===== config.mk =====
export PLATFORM = sky130hd
export DESIGN_NAME = div_mae_monitor
export DESIGN_NICKNAME = d
export VERILOG_FILES = /design/src/rtl/div_mae_monitor.sv
export SDC_FILE = /design/constraint.sdc
export NUM_CORES = 1
export LEC_CHECK = 0
export CAP_MARGIN = 20
export CORE_ASPECT_RATIO = 2
export CORE_UTILIZATION = 35
export CTS_CLUSTER_DIAMETER = 50
export CTS_CLUSTER_SIZE = 16
export DETAILED_ROUTE_END_ITERATION = 8
export GPL_ROUTABILITY_DRIVEN = 0
export PLACE_DENSITY = 0.52
export SLEW_MARGIN = 20
export SYNTH_ARGS = -nofsm -noshare
export SYNTH_HDL_FRONTEND = slang
export SYNTH_SLANG_ARGS = --single-unit

===== constraint.sdc =====
create_clock -name clk -period 10.18 [get_ports clk]
set_input_delay 1.527 -clock clk [delete_from_list [all_inputs] [get_ports clk]]
set_output_delay 1.527 -clock clk [all_outputs]
set_load 0.05 [all_outputs]

===== src/rtl/div_mae_monitor.sv =====
// Error monitor for the 16/8 approximate divider row. It recomputes the exact
// result with a restoring divider and accumulates absolute error statistics.
module div_mae_monitor #(
    parameter int ACC_W = 24,
    parameter int CNT_W = 16
) (
    input  logic             clk,
    input  logic             rst,
    input  logic             in_valid,
    output logic             in_ready,
    input  logic [15:0]      n,
    input  logic [7:0]       d,
    input  logic [7:0]       q_apx,
    input  logic [7:0]       r_apx,
    input  logic             clear,
    output logic             out_valid,
    output logic             skipped,
    output logic [7:0]       err_q,
    output logic [7:0]       err_r,
    output logic [ACC_W-1:0] sum_err_q,
    output logic [ACC_W-1:0] sum_err_r,
    output logic [7:0]       max_err_q,
    output logic [CNT_W-1:0] sample_cnt,
    output logic [CNT_W-1:0] skip_cnt,
    output logic             sat
);

    // SKIPW pads the out-of-range path by one cycle so skipped samples keep a 3-cycle cadence
    typedef enum logic [1:0] {IDLE, SKIPW, CALC, UPDATE} state_t;

    state_t      state, state_nx;
    logic [7:0]  n_lo, d_r, qa_r, ra_r;
    logic        skip_r;
    logic [2:0]  step;
    logic [8:0]  rem9, rem_sh, rem_nx;
    logic [7:0]  q_ex;
    logic        hs, oor, ge;
    logic [7:0]  eq, er;

    assign in_ready = (state == IDLE);
    assign hs       = in_valid && in_ready;
    assign oor      = (d == 8'd0) || (n[15:8] >= d);

    assign rem_sh = {rem9[7:0], n_lo[3'd7 - step]};
    assign ge     = (rem_sh >= {1'b0, d_r});
    assign rem_nx = ge ? (rem_sh - {1'b0, d_r}) : rem_sh;

    assign eq = (qa_r >= q_ex) ? (qa_r - q_ex) : (q_ex - qa_r);
    assign er = (ra_r >= rem9[7:0]) ? (ra_r - rem9[7:0]) : (rem9[7:0] - ra_r);

    always_comb begin
        state_nx = state;
        case (state)
            IDLE:   if (hs) state_nx = oor ? SKIPW : CALC;
            SKIPW:  state_nx = UPDATE;
            CALC:   if (step == 3'd7) state_nx = UPDATE;
            UPDATE: state_nx = IDLE;
            default: state_nx = IDLE;
        endcase
    end

    always_ff @(posedge clk) begin
        if (rst) begin
            state     <= IDLE;
            n_lo      <= '0;
            d_r       <= '0;
            qa_r      <= '0;
            ra_r      <= '0;
            skip_r    <= 1'b0;
            step      <= '0;
            rem9      <= '0;
            q_ex      <= '0;
            out_valid <= 1'b0;
            skipped   <= 1'b0;
            err_q     <= '0;
            err_r     <= '0;
        end else begin
            state     <= state_nx;
            out_valid <= 1'b0;
            skipped   <= 1'b0;
            case (state)
                IDLE: if (hs) begin
                    n_lo   <= n[7:0];
                    d_r    <= d;
                    qa_r   <= q_apx;
                    ra_r   <= r_apx;
                    skip_r <= oor;
                    step   <= '0;
                    rem9   <= {1'b0, n[15:8]};
                    q_ex   <= '0;
                end
                CALC: begin
                    rem9 <= rem_nx;
                    q_ex <= {q_ex[6:0], ge};
                    step <= step + 3'd1;
                end
                UPDATE: begin
                    out_valid <= 1'b1;
                    skipped   <= skip_r;
                    err_q     <= skip_r ? 8'd0 : eq;
                    err_r     <= skip_r ? 8'd0 : er;
                end
                default: ;
            endcase
        end
    end

    // Saturating statistics; one extra bit on each sum exposes the overflow
    logic [ACC_W:0] sq_w, sr_w;
    logic [CNT_W:0] sc_w, kc_w;
    logic           upd_acc, upd_skip;

    assign upd_acc  = (state == UPDATE) && !skip_r;
    assign upd_skip = (state == UPDATE) && skip_r;
    assign sq_w = {1'b0, sum_err_q} + (ACC_W+1)'(eq);
    assign sr_w = {1'b0, sum_err_r} + (ACC_W+1)'(er);
    assign sc_w = {1'b0, sample_cnt} + (CNT_W+1)'(1);
    assign kc_w = {1'b0, skip_cnt} + (CNT_W+1)'(1);

    always_ff @(posedge clk) begin
        if (rst || clear) begin
            sum_err_q  <= '0;
            sum_err_r  <= '0;
            max_err_q  <= '0;
            sample_cnt <= '0;
            skip_cnt   <= '0;
            sat        <= 1'b0;
        end else if (upd_acc) begin
            sum_err_q  <= sq_w[ACC_W] ? '1 : sq_w[ACC_W-1:0];
            sum_err_r  <= sr_w[ACC_W] ? '1 : sr_w[ACC_W-1:0];
            sample_cnt <= sc_w[CNT_W] ? '1 : sc_w[CNT_W-1:0];
            if (eq > max_err_q) max_err_q <= eq;
            if (sq_w[ACC_W] || sr_w[ACC_W] || sc_w[CNT_W]) sat <= 1'b1;
        end else if (upd_skip) begin
            skip_cnt <= kc_w[CNT_W] ? '1 : kc_w[CNT_W-1:0];
            if (kc_w[CNT_W]) sat <= 1'b1;
        end
    end

endmodule

# Yosys cells after proc, flatten, opt, wreduce, memory -nomap -nowiden
# Cells that the tools add are included.
[totals]
mem_bits_ro = 0
mem_bits_rw = 0
regBits = 161
in_bits = 44
memories = 0
word_cells = 91
latch_bits = 0
[classes]
div_mod_pow = 0
n_shift = 0
eq_ne = 7
n_mul = 0
muxes = 26
n_reduce_logical = 20
n_lt_le_gt_ge = 6
addsub = 11
bitwise = 2
[ops]
columns = ["op", "n"]
rows = [
  ["two-way mux 8 bit", 7],
  ["adder 24 x 8 -> 25 bit", 2],
  ["two-way mux 24 bit", 2],
  ["subtractor 8 bit", 5],
  ["adder 16 x 1 -> 17 bit, second input constant", 2],
  ["two-way mux 16 bit", 2],
  ["case mux 8 bit (2 select lines)", 2],
  ["greater-or-equal comparator 8 bit", 3],
  ["AND reduction 2 bit", 5],
  ["greater-or-equal comparator 9 x 8 -> 1 bit", 1],
  ["greater-than comparator 8 bit", 1],
  ["zero test 8 bit", 1],
  ["case mux 2 bit (4 select lines)", 1],
  ["two-way mux 1 bit", 6],
  ["two-way mux 2 bit", 3],
  ["case mux 3 bit (2 select lines)", 1],
  ["nonzero test 2 bit", 3],
  ["equality test 2 bit, second input constant", 2],
  ["logical OR 1 bit", 4],
  ["< comparator 3 x 4 -> 1 bit, second input constant", 1],
  ["inequality test 2 x 1 -> 1 bit, second input constant", 2],
  ["adder 3 x 1 -> 3 bit, second input constant", 1],
  ["binary-select mux 1 bit (select 3 bit)", 1],
  ["equality test 3 bit, second input constant", 1],
  ["10 further kinds", 13],
]

# Logic depth before layout (Yosys ltp)
# Gate-level depths: netlist of the first run.
[depth]
word_depth = 7
mapped_depth = 19
mapped_depth_nobuf = 18

# Worst setup path before layout of the first run
# No wires, ideal clock.
[synth_timing]
path_type = "reg2reg"
from = "register rem9[0]"
to = "register sum_err_r[21]"
arrival_time_ps = 3764
setup_slack_ps = 6284
path_buffers = 1
stages_incl_launch_ff = 17
period_less_slack_ps = 3896
cell_sequence = "dfxtp_1 ha_1 inv_1 fa_1 nand3_1 a31oi_4 nor2_4 nor3_1 o311ai_0 xor2_1 ha_1 a2111o_1 o21ai_1 nand2b_1 clkbuf_1 and4_1 nor3_1"
[synth_via]
elab_chain_cells = 4
word_cells_on_any_way = 6
[synth_lines]
columns = ["element", "line_no", "text"]
rows = [
  ["start: declaration", "35", "logic [8:0] rem9, rem_sh, rem_nx;"],
  ["start signal: assignment", "89", "rem9 <= {1'b0, n[15:8]};"],
  ["start signal: assignment", "93", "rem9 <= rem_nx;"],
  ["subtractor 8 bit or greater-or-equal comparator 8 bit (tied branches)", "49", "assign er = (ra_r >= rem9[7:0]) ? (ra_r - rem9[7:0]) : (rem9[7:0] - ra_r);"],
  ["two-way mux 8 bit (*)", "49", ""],
  ["adder 24 x 8 -> 25 bit (*)", "116", "assign sr_w = {1'b0, sum_err_r} + (ACC_W+1)'(er);"],
  ["two-way mux 24 bit (*)", "130", "sum_err_r <= sr_w[ACC_W] ? '1 : sr_w[ACC_W-1:0];"],
  ["end signal: assignment", "130", ""],
  ["end: declaration", "21", "output logic [ACC_W-1:0] sum_err_r,"],
]
# Every way passes the cells marked *; elsewhere a longest branch is shown, timed or not.
# A chain may end at the register's enable or synchronous reset.

# Worst setup path in the final report of the first run
[layout_timing]
from = "register rem9[0]"
to = "register sum_err_r[23]"
# The elaborated chain is that of the path after synthesis.

==> qor.csv, run 1 <==
metric,value,unit
fraction of final layout cells with drive strength greater than 1,4.65,%
adder-cell share of the synthesized area,11.8,%
Post-route DRC,0,
number of detailed-route iterations in the first pass,4,
number of synthesized flops with an enable pin,0,
placed cells,1602,
pre-CTS setup slack,5.76,ns
Async SR Flop Fraction,0,%
average size of a mapped cell,8.21,sq um
count of endpoints failing hold in the final timing report,0,
power density over cell area,245,nW/um^2
cell at the root of the clock tree,clkbuf_16,
Critical path buffers and inverters,1,
part of the Yosys area used for sequential elements,34.4,%
Inserted Clock Buffers,17,
layout overhead on the synthesized area,25.5,%
worst path cell trace,ha_1 -> inv_1 -> fa_1 -> nand3_1 -> a31oi_4 -> nor2_4 -> mux2_4 -> a311oi_2 -> xnor2_1 -> ha_1 -> o21ai_0 -> a21boi_1 -> o21ai_1 -> nand2b_1 -> and4_1 -> nor3_1,
io pins,152,
met3 Use GR,3.10,%
syn nets,1269,
area fraction in compound gates after synthesis,21.4,%
total congestion overflow after global routing,0,
status,"finished, final reports clean",
utilization of the core after routing,44.7,%
number of max-cap violations,0,
H-tree levels,4,
leakage power total,4.47,nW
final-report max-slew violation count,0,
antenna diode count,0,
primary flip-flop cell chosen by synthesis mapping,dfxtp_1,
main combinational cell family by area after synthesis,compound AO/OA/AOI/OAI gates,
family of cells with the greatest summed delay on the critical path,simple AND/OR/NAND/NOR gates,
detailed-placement wirelength estimate,20500,um
met1 usage in global routing,20.0,%
Routed Antenna Nets,0,
number of fill cells,2643,
total wire length,26300,um
die span in y,233,um
average via count per standard cell,5.24,
total vias in the final route,8555,
initial DRC count,360,
unrepaired setup endpoints after global routing,no,
maximum number of buffers from clock root to sink,2,
maximum vdd ir drop,0.197,mV
Port Buffers,151,
worst clock skew,0.00940,ns
global-route wire length before repair,42700,um
Die Span X,118,um
critical setup path kind,reg2reg,
power consumption,0.00288,W
Global Route Usage Sum,19.6,%
quantity of hold-fixing buffers added after cts,0,
cell accounting for the most synthesized area,dfxtp_1,
met2 track demand over resource,38.6,%
XOR/XNOR Fraction of Synth Area,5.05,%
synthesized cell area,9370,sq um
number of nets in the finished design,1405,
"CTS clk-pin slew, worst paths",0.07,ns
crit path max fanout,11,
synthesized-area fraction occupied by and/or/nand/nor cells,18.6,%
Tightest Hold Check Type,reg2reg,
CP most frequent cell,ha_1,
transition at the pin with the smallest max-transition slack,0.872,ns
number of post-CTS setup repair buffers,0,
number of warning messages in the yosys log,0,
most frequently used cell type in the post-synthesis netlist,dfxtp_1,
fraction of the cycle the final worst path needs,43.2,%
peak per-stage delay on the critical path,0.40,ns
via count of the first global-routing pass,8468,
busiest metal layer after global routing,met2,
synthesized instance count,1141,
slack of the worst reg-to-reg path,5.78,ns
clock latency on the worst-skew pair,0.44,ns
cts repair resizes,0,
number of synthesized register bits,161,
Sink Count,161,
post-route insts no fill,1633,
number of placement rows,84,
most common library cells after synthesis,"161 x dfxtp_1, 126 x nand2_1, 112 x a21oi_1",
multiplexer area fraction after synthesis,3.38,%
Crit path required time,10.55,ns
Critical Path Start Type,flip-flop,
summed negative setup slack over all endpoints,0,ns
die area,27500,sq um
"slowest stage cell, crit path",a21boi_1,
relative max-transition margin,41.6,%
critical path arrival,4.77,ns
effective utilization at floorplan,35.6,%
post-detailed-route wirelength per cell,16.1,um
Synth cell types,68,
final setup slack of the worst path,5.78,ns
initial antenna violation count,0,
Critical Path Sink Type,flip-flop,
final setup vio count,0,
largest net degree at the start of global routing,49,
clock tree from TritonCTS,yes,
proportion of netlist area held by the largest area contributor,34.4,%
clock period minus final worst setup slack,4.40,ns
max frequency,0.227,GHz
area of the core region,26300,sq um
top post-synthesis cells by area,"dfxtp_1 34%, ha_1 10%, a21oi_1 6.0%",
per-stage QoR:
stage               instance area [sq um]  hold WS (ns)
floorplan                            9370         0.433
global placement                    11200         0.441
detailed placement                  11200         0.447
CTS                                 11800         0.456
global route                        11800         0.470
finish                              11800         0.453
where the power goes:
group          switching (W)  internal, W
Sequential         0.0000488     0.000686
Combinational       0.000917     0.000604
Clock               0.000268     0.000354
Total                0.00123      0.00164
worst paths after layout:
path | to | startpoint | cells past startpoint
setup reg to reg | sum_err_r[23] | rem9[0] | 16
setup / recovery | sum_err_r[23] | rem9[0] | 16
hold / removal | n_lo[6] | n_lo[6] | 2
hold reg to reg | n_lo[6] | n_lo[6] | 2
metal layers:
layer	part of all wire [%]	wire [um]
met4	2.4	643
met1	40	10400
met2	55	14500
met5	0	0
met3	2.7	697
state kept, by name, indices dropped and copies added, names as in the netlist, 3 cells and up:
register and flops:
sum_err_r 24, err_r 8, ra_r 8, max_err_q 8, err_q 8, d_r 8, rem9 8, n_lo 8
sample_cnt 16, q_ex 8, skip_cnt 16, sum_err_q 24, step 3, qa_r 8
kinds of logic after synthesis:
family / after synthesis
and+or+nand+nor: 369
AOI/OAI and AO/OA: 313
DFF: 161
buffers and inverters: 132
adders and majority gates: 84
xor gates and xnor gates: 54
muxes: 28
placed cells by master (no fill, tap or decap), types with 6 or more instances in the layout:
master,synthesis,final
and3_1,17,17
and4_1,9,9
dfxtp_1,161,161
nand2b_1,12,12
nand3_1,31,31
nand4_1,23,23
clkbuf_16,0,17
inv_1,90,90
o211a_1,7,7
fa_1,7,7
xor2_1,30,30
xnor2_1,24,24
a31oi_1,25,25
a22o_1,11,11
nor4_1,6,6
o21a_1,11,11
a21o_1,8,8
nand2_1,126,126
nor3_1,27,27
nor2b_1,9,8
nor2_1,88,87
mux2i_1,20,20
a22oi_1,18,18
a211oi_1,11,11
clkdlybuf4s50_1,0,150
a21oi_1,112,112
ha_1,77,77
buf_4,0,8
o31ai_1,7,7
o21ai_0,55,55
and2_1,6,6
o211ai_1,10,10
tightest hold or removal path, cell delays in order (launching register included):
cell	delay [ns]
dfxtp_1	0.31
nand2_1	0.05
a21oi_1	0.05
cell type report:
class	instances	area, sq um	share of cell area (%)
Timing Repair Buffer	159	1570	13.3
Sequential cell	161	3220	27.4
Inverter	90	338	2.87
Tap cell	344	430	3.66
Multi-Input combinational cell	848	5640	48.0
Clock inverter	9	82.6	0.702
Clock buffer	22	474	4.03
(Power assumes the default switching activity.)
==> inputs of run 2 (changes only) <==
--- a/config.mk
+++ b/config.mk
@@ -12,7 +12,7 @@
 export CTS_CLUSTER_SIZE = 16
 export DETAILED_ROUTE_END_ITERATION = 8
 export GPL_ROUTABILITY_DRIVEN = 0
-export PLACE_DENSITY = 0.52
+export PLACE_DENSITY = 0.54
 export SLEW_MARGIN = 20
 export SYNTH_ARGS = -nofsm -noshare
 export SYNTH_HDL_FRONTEND = slang
==> constraint.sdc (replaced) <==
create_clock -name clk -period 3.7 [get_ports clk]
set_input_delay 0.555 -clock clk [delete_from_list [all_inputs] [get_ports clk]]
set_output_delay 0.555 -clock clk [all_outputs]
set_load 0.05 [all_outputs]
==> qor.csv, run 2 (same netlist as run 1, synthesis figures left out) <==
metric,value,unit,change
status,"finished, final reports clean",,
"commonest non-fill, non-tap cells in the layout","150 x clkdlybuf4s50_1, 142 x dfxtp_1, 140 x buf_4",,
number of cells on the worst hold path,2,,unchanged
storage element area,3250,sq um,+0.89%
"CTS clk-pin slew, worst paths",0.06,ns,about the same
maximum vdd ir drop,0.500,mV,+150%
switching share of total power,41.0,%,-1.9 points
slack of the worst reg-to-reg path,0.09,ns,-5.69 ns
Critical Path Start Type,flip-flop,,
total vias in the final route,9261,,+8.3%
fraction of the cycle the final worst path needs,97.5,%,+54 points
number of nets in the finished design,1545,,+10%
most frequent standard cell in the layout excluding fill and tap cells,clkdlybuf4s50_1,,
total wire length,28500,um,+8.4%
clock latency on the worst-skew pair,0.45,ns,about the same
post-detailed-route wirelength per cell,16.1,um,-0.18%
part of the power in registers,20.2,%,-5.3 points
critical setup path kind,reg2reg,,
Routed Antenna Nets,0,,unchanged
average via count per standard cell,5.22,,-0.35%
unrepaired setup endpoints after global routing,yes,,
io pins,152,,unchanged
global-route wire length before repair,44700,um,+4.7%
Gate power share,63.0,%,+10 points
relative max-transition margin,39.4,%,-2.2 points
leakage power total,5.27,nW,+18%
Sink Count,161,,unchanged
count of endpoints failing hold in the final timing report,0,,unchanged
Die Span X,118,um,unchanged
antenna diode count,0,,unchanged
Crit path required time,4.00,ns,-6.55 ns
worst slack on hold paths,0.455,ns,+0.00204 ns
initial antenna violation count,0,,unchanged
fraction of final layout cells with drive strength greater than 1,22.3,%,+18 points
origin of the worst min-delay path,n_lo[1],,
number of max-cap violations,0,,unchanged
H-tree levels,4,,unchanged
layout overhead on the synthesized area,45.3,%,
transition at the pin with the smallest max-transition slack,0.905,ns,+0.0330 ns
via count of the first global-routing pass,9132,,+7.8%
initial DRC count,378,,+5.0%
Reg2Reg Launch Point,ra_r[0],,
crit path max fanout,4,,-7
number of detailed-route iterations in the first pass,5,,+1
Tightest Hold Check Type,reg2reg,,
number of placement rows,84,,unchanged
critical path arrival,3.91,ns,-0.86 ns
Global Route Usage Sum,20.6,%,+0.95 points
largest registers ranked by flip-flop count,"sum_err_q x24, sum_err_r x24",,
final setup vio count,0,,unchanged
power density over cell area,742,nW/um^2,+200%
Post-route DRC,0,,unchanged
area of the core region,26300,sq um,unchanged
total congestion overflow after global routing,0,,unchanged
clock share of power,16.7,%,-4.9 points
depth of the most critical reg-to-reg path,19,,+3
effective utilization at floorplan,35.6,%,unchanged
max frequency,0.277,GHz,+22%
Crit Reg-Reg Endpoint,sum_err_r[20],,
clock period minus final worst setup slack,3.61,ns,-0.791 ns
die span in y,233,um,unchanged
summed negative setup slack over all endpoints,0,ns,unchanged
largest net degree at the start of global routing,50,,+2.0%
die area,27500,sq um,unchanged
number of fill cells,2551,,-3.5%
maximum number of buffers from clock root to sink,2,,unchanged
detailed-placement wirelength estimate,21500,um,+5.0%
final-report max-slew violation count,0,,unchanged
multi-input gate area in the final layout,6380,sq um,+13%
Critical Path Sink Type,flip-flop,,
clock tree from TritonCTS,yes,,
net switching power figure,0.00414,W,+240%
cell at the root of the clock tree,clkbuf_16,,
Port Buffers,151,,unchanged
Min-Delay Endpoint,n_lo[1],,
Inserted Clock Buffers,17,,unchanged
worst clock skew,0.0116,ns,+0.00221 ns
internal power consumption,0.00595,W,+260%
[run 2: critical path: stages, from the launching register on]
cell and delay (ns):
dfxtp_2 0.32, inv_2 0.06, ha_4 0.12, inv_2 0.04
fa_2 0.41, nand3_4 0.09, a31oi_4 0.11, nor2_4 0.20
buf_6 0.13, buf_6 0.09, nand2_2 0.05, o311ai_2 0.06
xor2_1 0.28, ha_1 0.30, a2111o_1 0.48, buf_6 0.15
o2111ai_4 0.24, nor2_2 0.07, xnor2_1 0.17, a21oi_1 0.08
[run 2: timing repair]
| action | in CTS | in global routing |
|---|---|---|
| endpoints found under the setup margin | 54 | 56 |
| endpoints found under the hold margin | 0 | 0 |
| pin swaps | 28 | 77 |
| gates cloned | 0 | 0 |
| gates resized for setup | 44 | 127 |
| buffers inserted | 12 | 19 |
| hold buffers | 0 | 0 |
[run 2: how the worst max path moves through the flow]
| stage | slack (ns) | from | to |
|---|---|---|---|
| after floorplan | -0.004 | rem9[0] | sum_err_r[21] |
| after global placement | -0.20 | ra_r[3] | sum_err_r[4] |
| after detailed placement | -0.27 | ra_r[3] | sum_err_r[14] |
| after CTS | 0.002 | rem9[1] | sum_err_r[4] |
| after global routing | -0.07 | ra_r[0] | sum_err_r[4] |
| final | 0.09 | ra_r[0] | sum_err_r[20] |
[run 2: area by class of cell]
class | instances | area share, %
clock inverters | 10 | 0.561
well taps | 344 | 3.16
flip-flops and latches | 161 | 23.9
repair buffers | 299 | 19.5
inverters | 90 | 2.48
clock buffers | 22 | 3.49
multi-input cells | 848 | 46.9
[run 2: power groups by stage]
| stage | Combinational (W) | Sequential, W | Clock [W] |
|---|---|---|---|
| 2_1_floorplan | 0.00311 | 0.00212 | 0 |
| 3_3_place_gp | 0.00510 | 0.00204 | 0 |
| 3_5_place_dp | 0.00515 | 0.00205 | 0 |
| 4_1_cts | 0.00554 | 0.00201 | 0.00174 |
| 5_1_grt | 0.00691 | 0.00206 | 0.00180 |
| 6_report | 0.00636 | 0.00204 | 0.00169 |
[run 2: metal layers]
| metal | global-route usage, % | vias up | wire length [um] |
|---|---|---|---|
| met1 | 19.6 | 4388 | 10600 |
| met5 | 0 | - | 0 |
| met3 | 3.42 | 67 | 755 |
| met4 | 11.0 | 0 | 1140 |
| li1 | - | 4604 | - |
| met2 | 41.1 | 202 | 16000 |
[run 2: stage by stage]
| step | worst slack (ns) | total power (W) | std cells | utilization, % | instance area, sq um |
|---|---|---|---|---|---|
| 3_5_place_dp | -0.270 | 0.00720 | 1712 | 45.8 | 12000 |
| 3_3_place_gp | -0.198 | 0.00714 | 1712 | 45.8 | 12000 |
| 5_1_grt | -0.0677 | 0.0108 | 1774 | 51.8 | 13600 |
| 4_1_cts | 0.00155 | 0.00930 | 1756 | 48.9 | 12900 |
| 6_report | 0.0911 | 0.0101 | 1774 | 51.8 | 13600 |
| 2_1_floorplan | -0.00359 | 0.00523 | 1141 | - | 9370 |
==> RTL change (flow settings as in run 2) <==
Make the reset (`rst`) asynchronous in one clocked block.
--- a/src/rtl/div_mae_monitor.sv
+++ b/src/rtl/div_mae_monitor.sv
@@ -61,3 +61,3 @@
 
-    always_ff @(posedge clk) begin
+    always_ff @(posedge clk or posedge rst) begin
         if (rst) begin
Behaviour: differs if rst is asserted again (counterexample within 4 cycles, from zero or initial values and one cycle with rst high); with rst held inactive, the same outputs for 4 cycles.
==> RTL change against run 2 <==
- the run now ends with setup timing left
- sequential cell count unchanged
- final area is 0.55% lower
- synthesized area grew 0.80%
- setup slack worse by 0.18 ns
- first-iteration DRC count decreased by 26%
- wire length decreased by 4.0%
- sequential share of layout area grew 2.6 points
- power is 46% higher
- via count down 6.2%
==> RTL change: results (changes against run 2) <==
outcome=finished, violations left; failing checks=setup timing; largest net degree at the start of global routing=55 (+10%); Layout Cells excl Fill=1667 (-6.0%); Hold Path Sink=d_r[2]; DR vias=8690 (-6.2%); Max VDD drop=0.5240 mV (+4.7%); layout cell share with drive strength beyond 1=23.20% (+0.90 points); hpwl dp=20870 um (-3.1%); met2 GRT Util=40.66% (-0.42 points); Slew HR=39.86% (+0.44 points); worst hold start=d_r[2]; worst r2r src=qa_r[0]; Synth top cells by count=93 x a21oi_1, 89 x dfxtp_1, 84 x inv_1; Final Skew=0.006368 ns (-0.005242 ns); register area share after synthesis=37.95% (+3.5 points); Post-Synthesis Net Count=1171 (-7.7%); combinational share of power=71.6% (+8.6 points); Critical Path Sink=sum_err_q[21]; crit path max fanout=6 (+2); Crit path largest cell delay=0.37 ns (-0.11 ns); Sw Ratio=43.68% (+2.7 points); Placed Cells=1612 (-5.8%); Met3 Wirelength=829 um (+9.8%); Synth cell types=65 (-4.4%); Worst Path Arrival=4.09 ns (+0.18 ns); WL met2=15770 um (-1.5%); met3 usage in global routing=3.429% (+0.011 points); syn avg cell area=9.052 um^2 (+10%); Pleak=5.704 nW (+8.2%); number of global-route vias before repair=8627 (-5.5%); power per cell area=1086 nW/um^2 (+46%); setup_tns=-0.6177 ns (-0.6177 ns); global-route wire length before repair=42390 um (-5.1%); met1 Usage GRT=17.94% (-1.7 points); nets=1438 (-6.9%); Finish-stage setup viols=12 (+12); min setup slack post-route=-0.09240 ns (-0.1836 ns); Post-synth ARST share=44.72% (+45 points); Critical-path top delay cell=dfrtp_1; first-pass iteration count of the detailed router=4 (-1); synth top area cells=dfrtp_1 19%, dfxtp_1 19%, ha_1 10%
-- RTL change: cell type report --
cell class              instances  area, um^2
clock buffers                  23       489.2
clock inverters                 9       52.55
fillers                      2487       12850
inverters                      84       315.3
multi-input cells             759        6047
flip-flops and latches        161        3585
well taps                     344       430.4
repair buffers                287        2611
-- RTL change: cell families (layout without fill, tap and decap cells) --
kind of cell | count (synthesis) | in the layout | share of synthesized area [%]
buffers and inverters | 124 | 403 | 5.089
flip-flops | 161 | 161 | 37.95
XOR/XNOR | 55 | 55 | 5.102
adder cells (fa/ha/maj) | 84 | 84 | 11.69
AO/OA/AOI/OAI | 305 | 306 | 20.29
multiplexers | 45 | 45 | 5.420
AND/OR/NAND/NOR | 269 | 269 | 14.46
-- RTL change: timing repair --
action | CTS | global route
pin swaps | 10 | 41
setup buffers | 6 | 16
resized for setup | 33 | 112
endpoints found under the setup margin | 40 | 53
cloned | 1 | 2
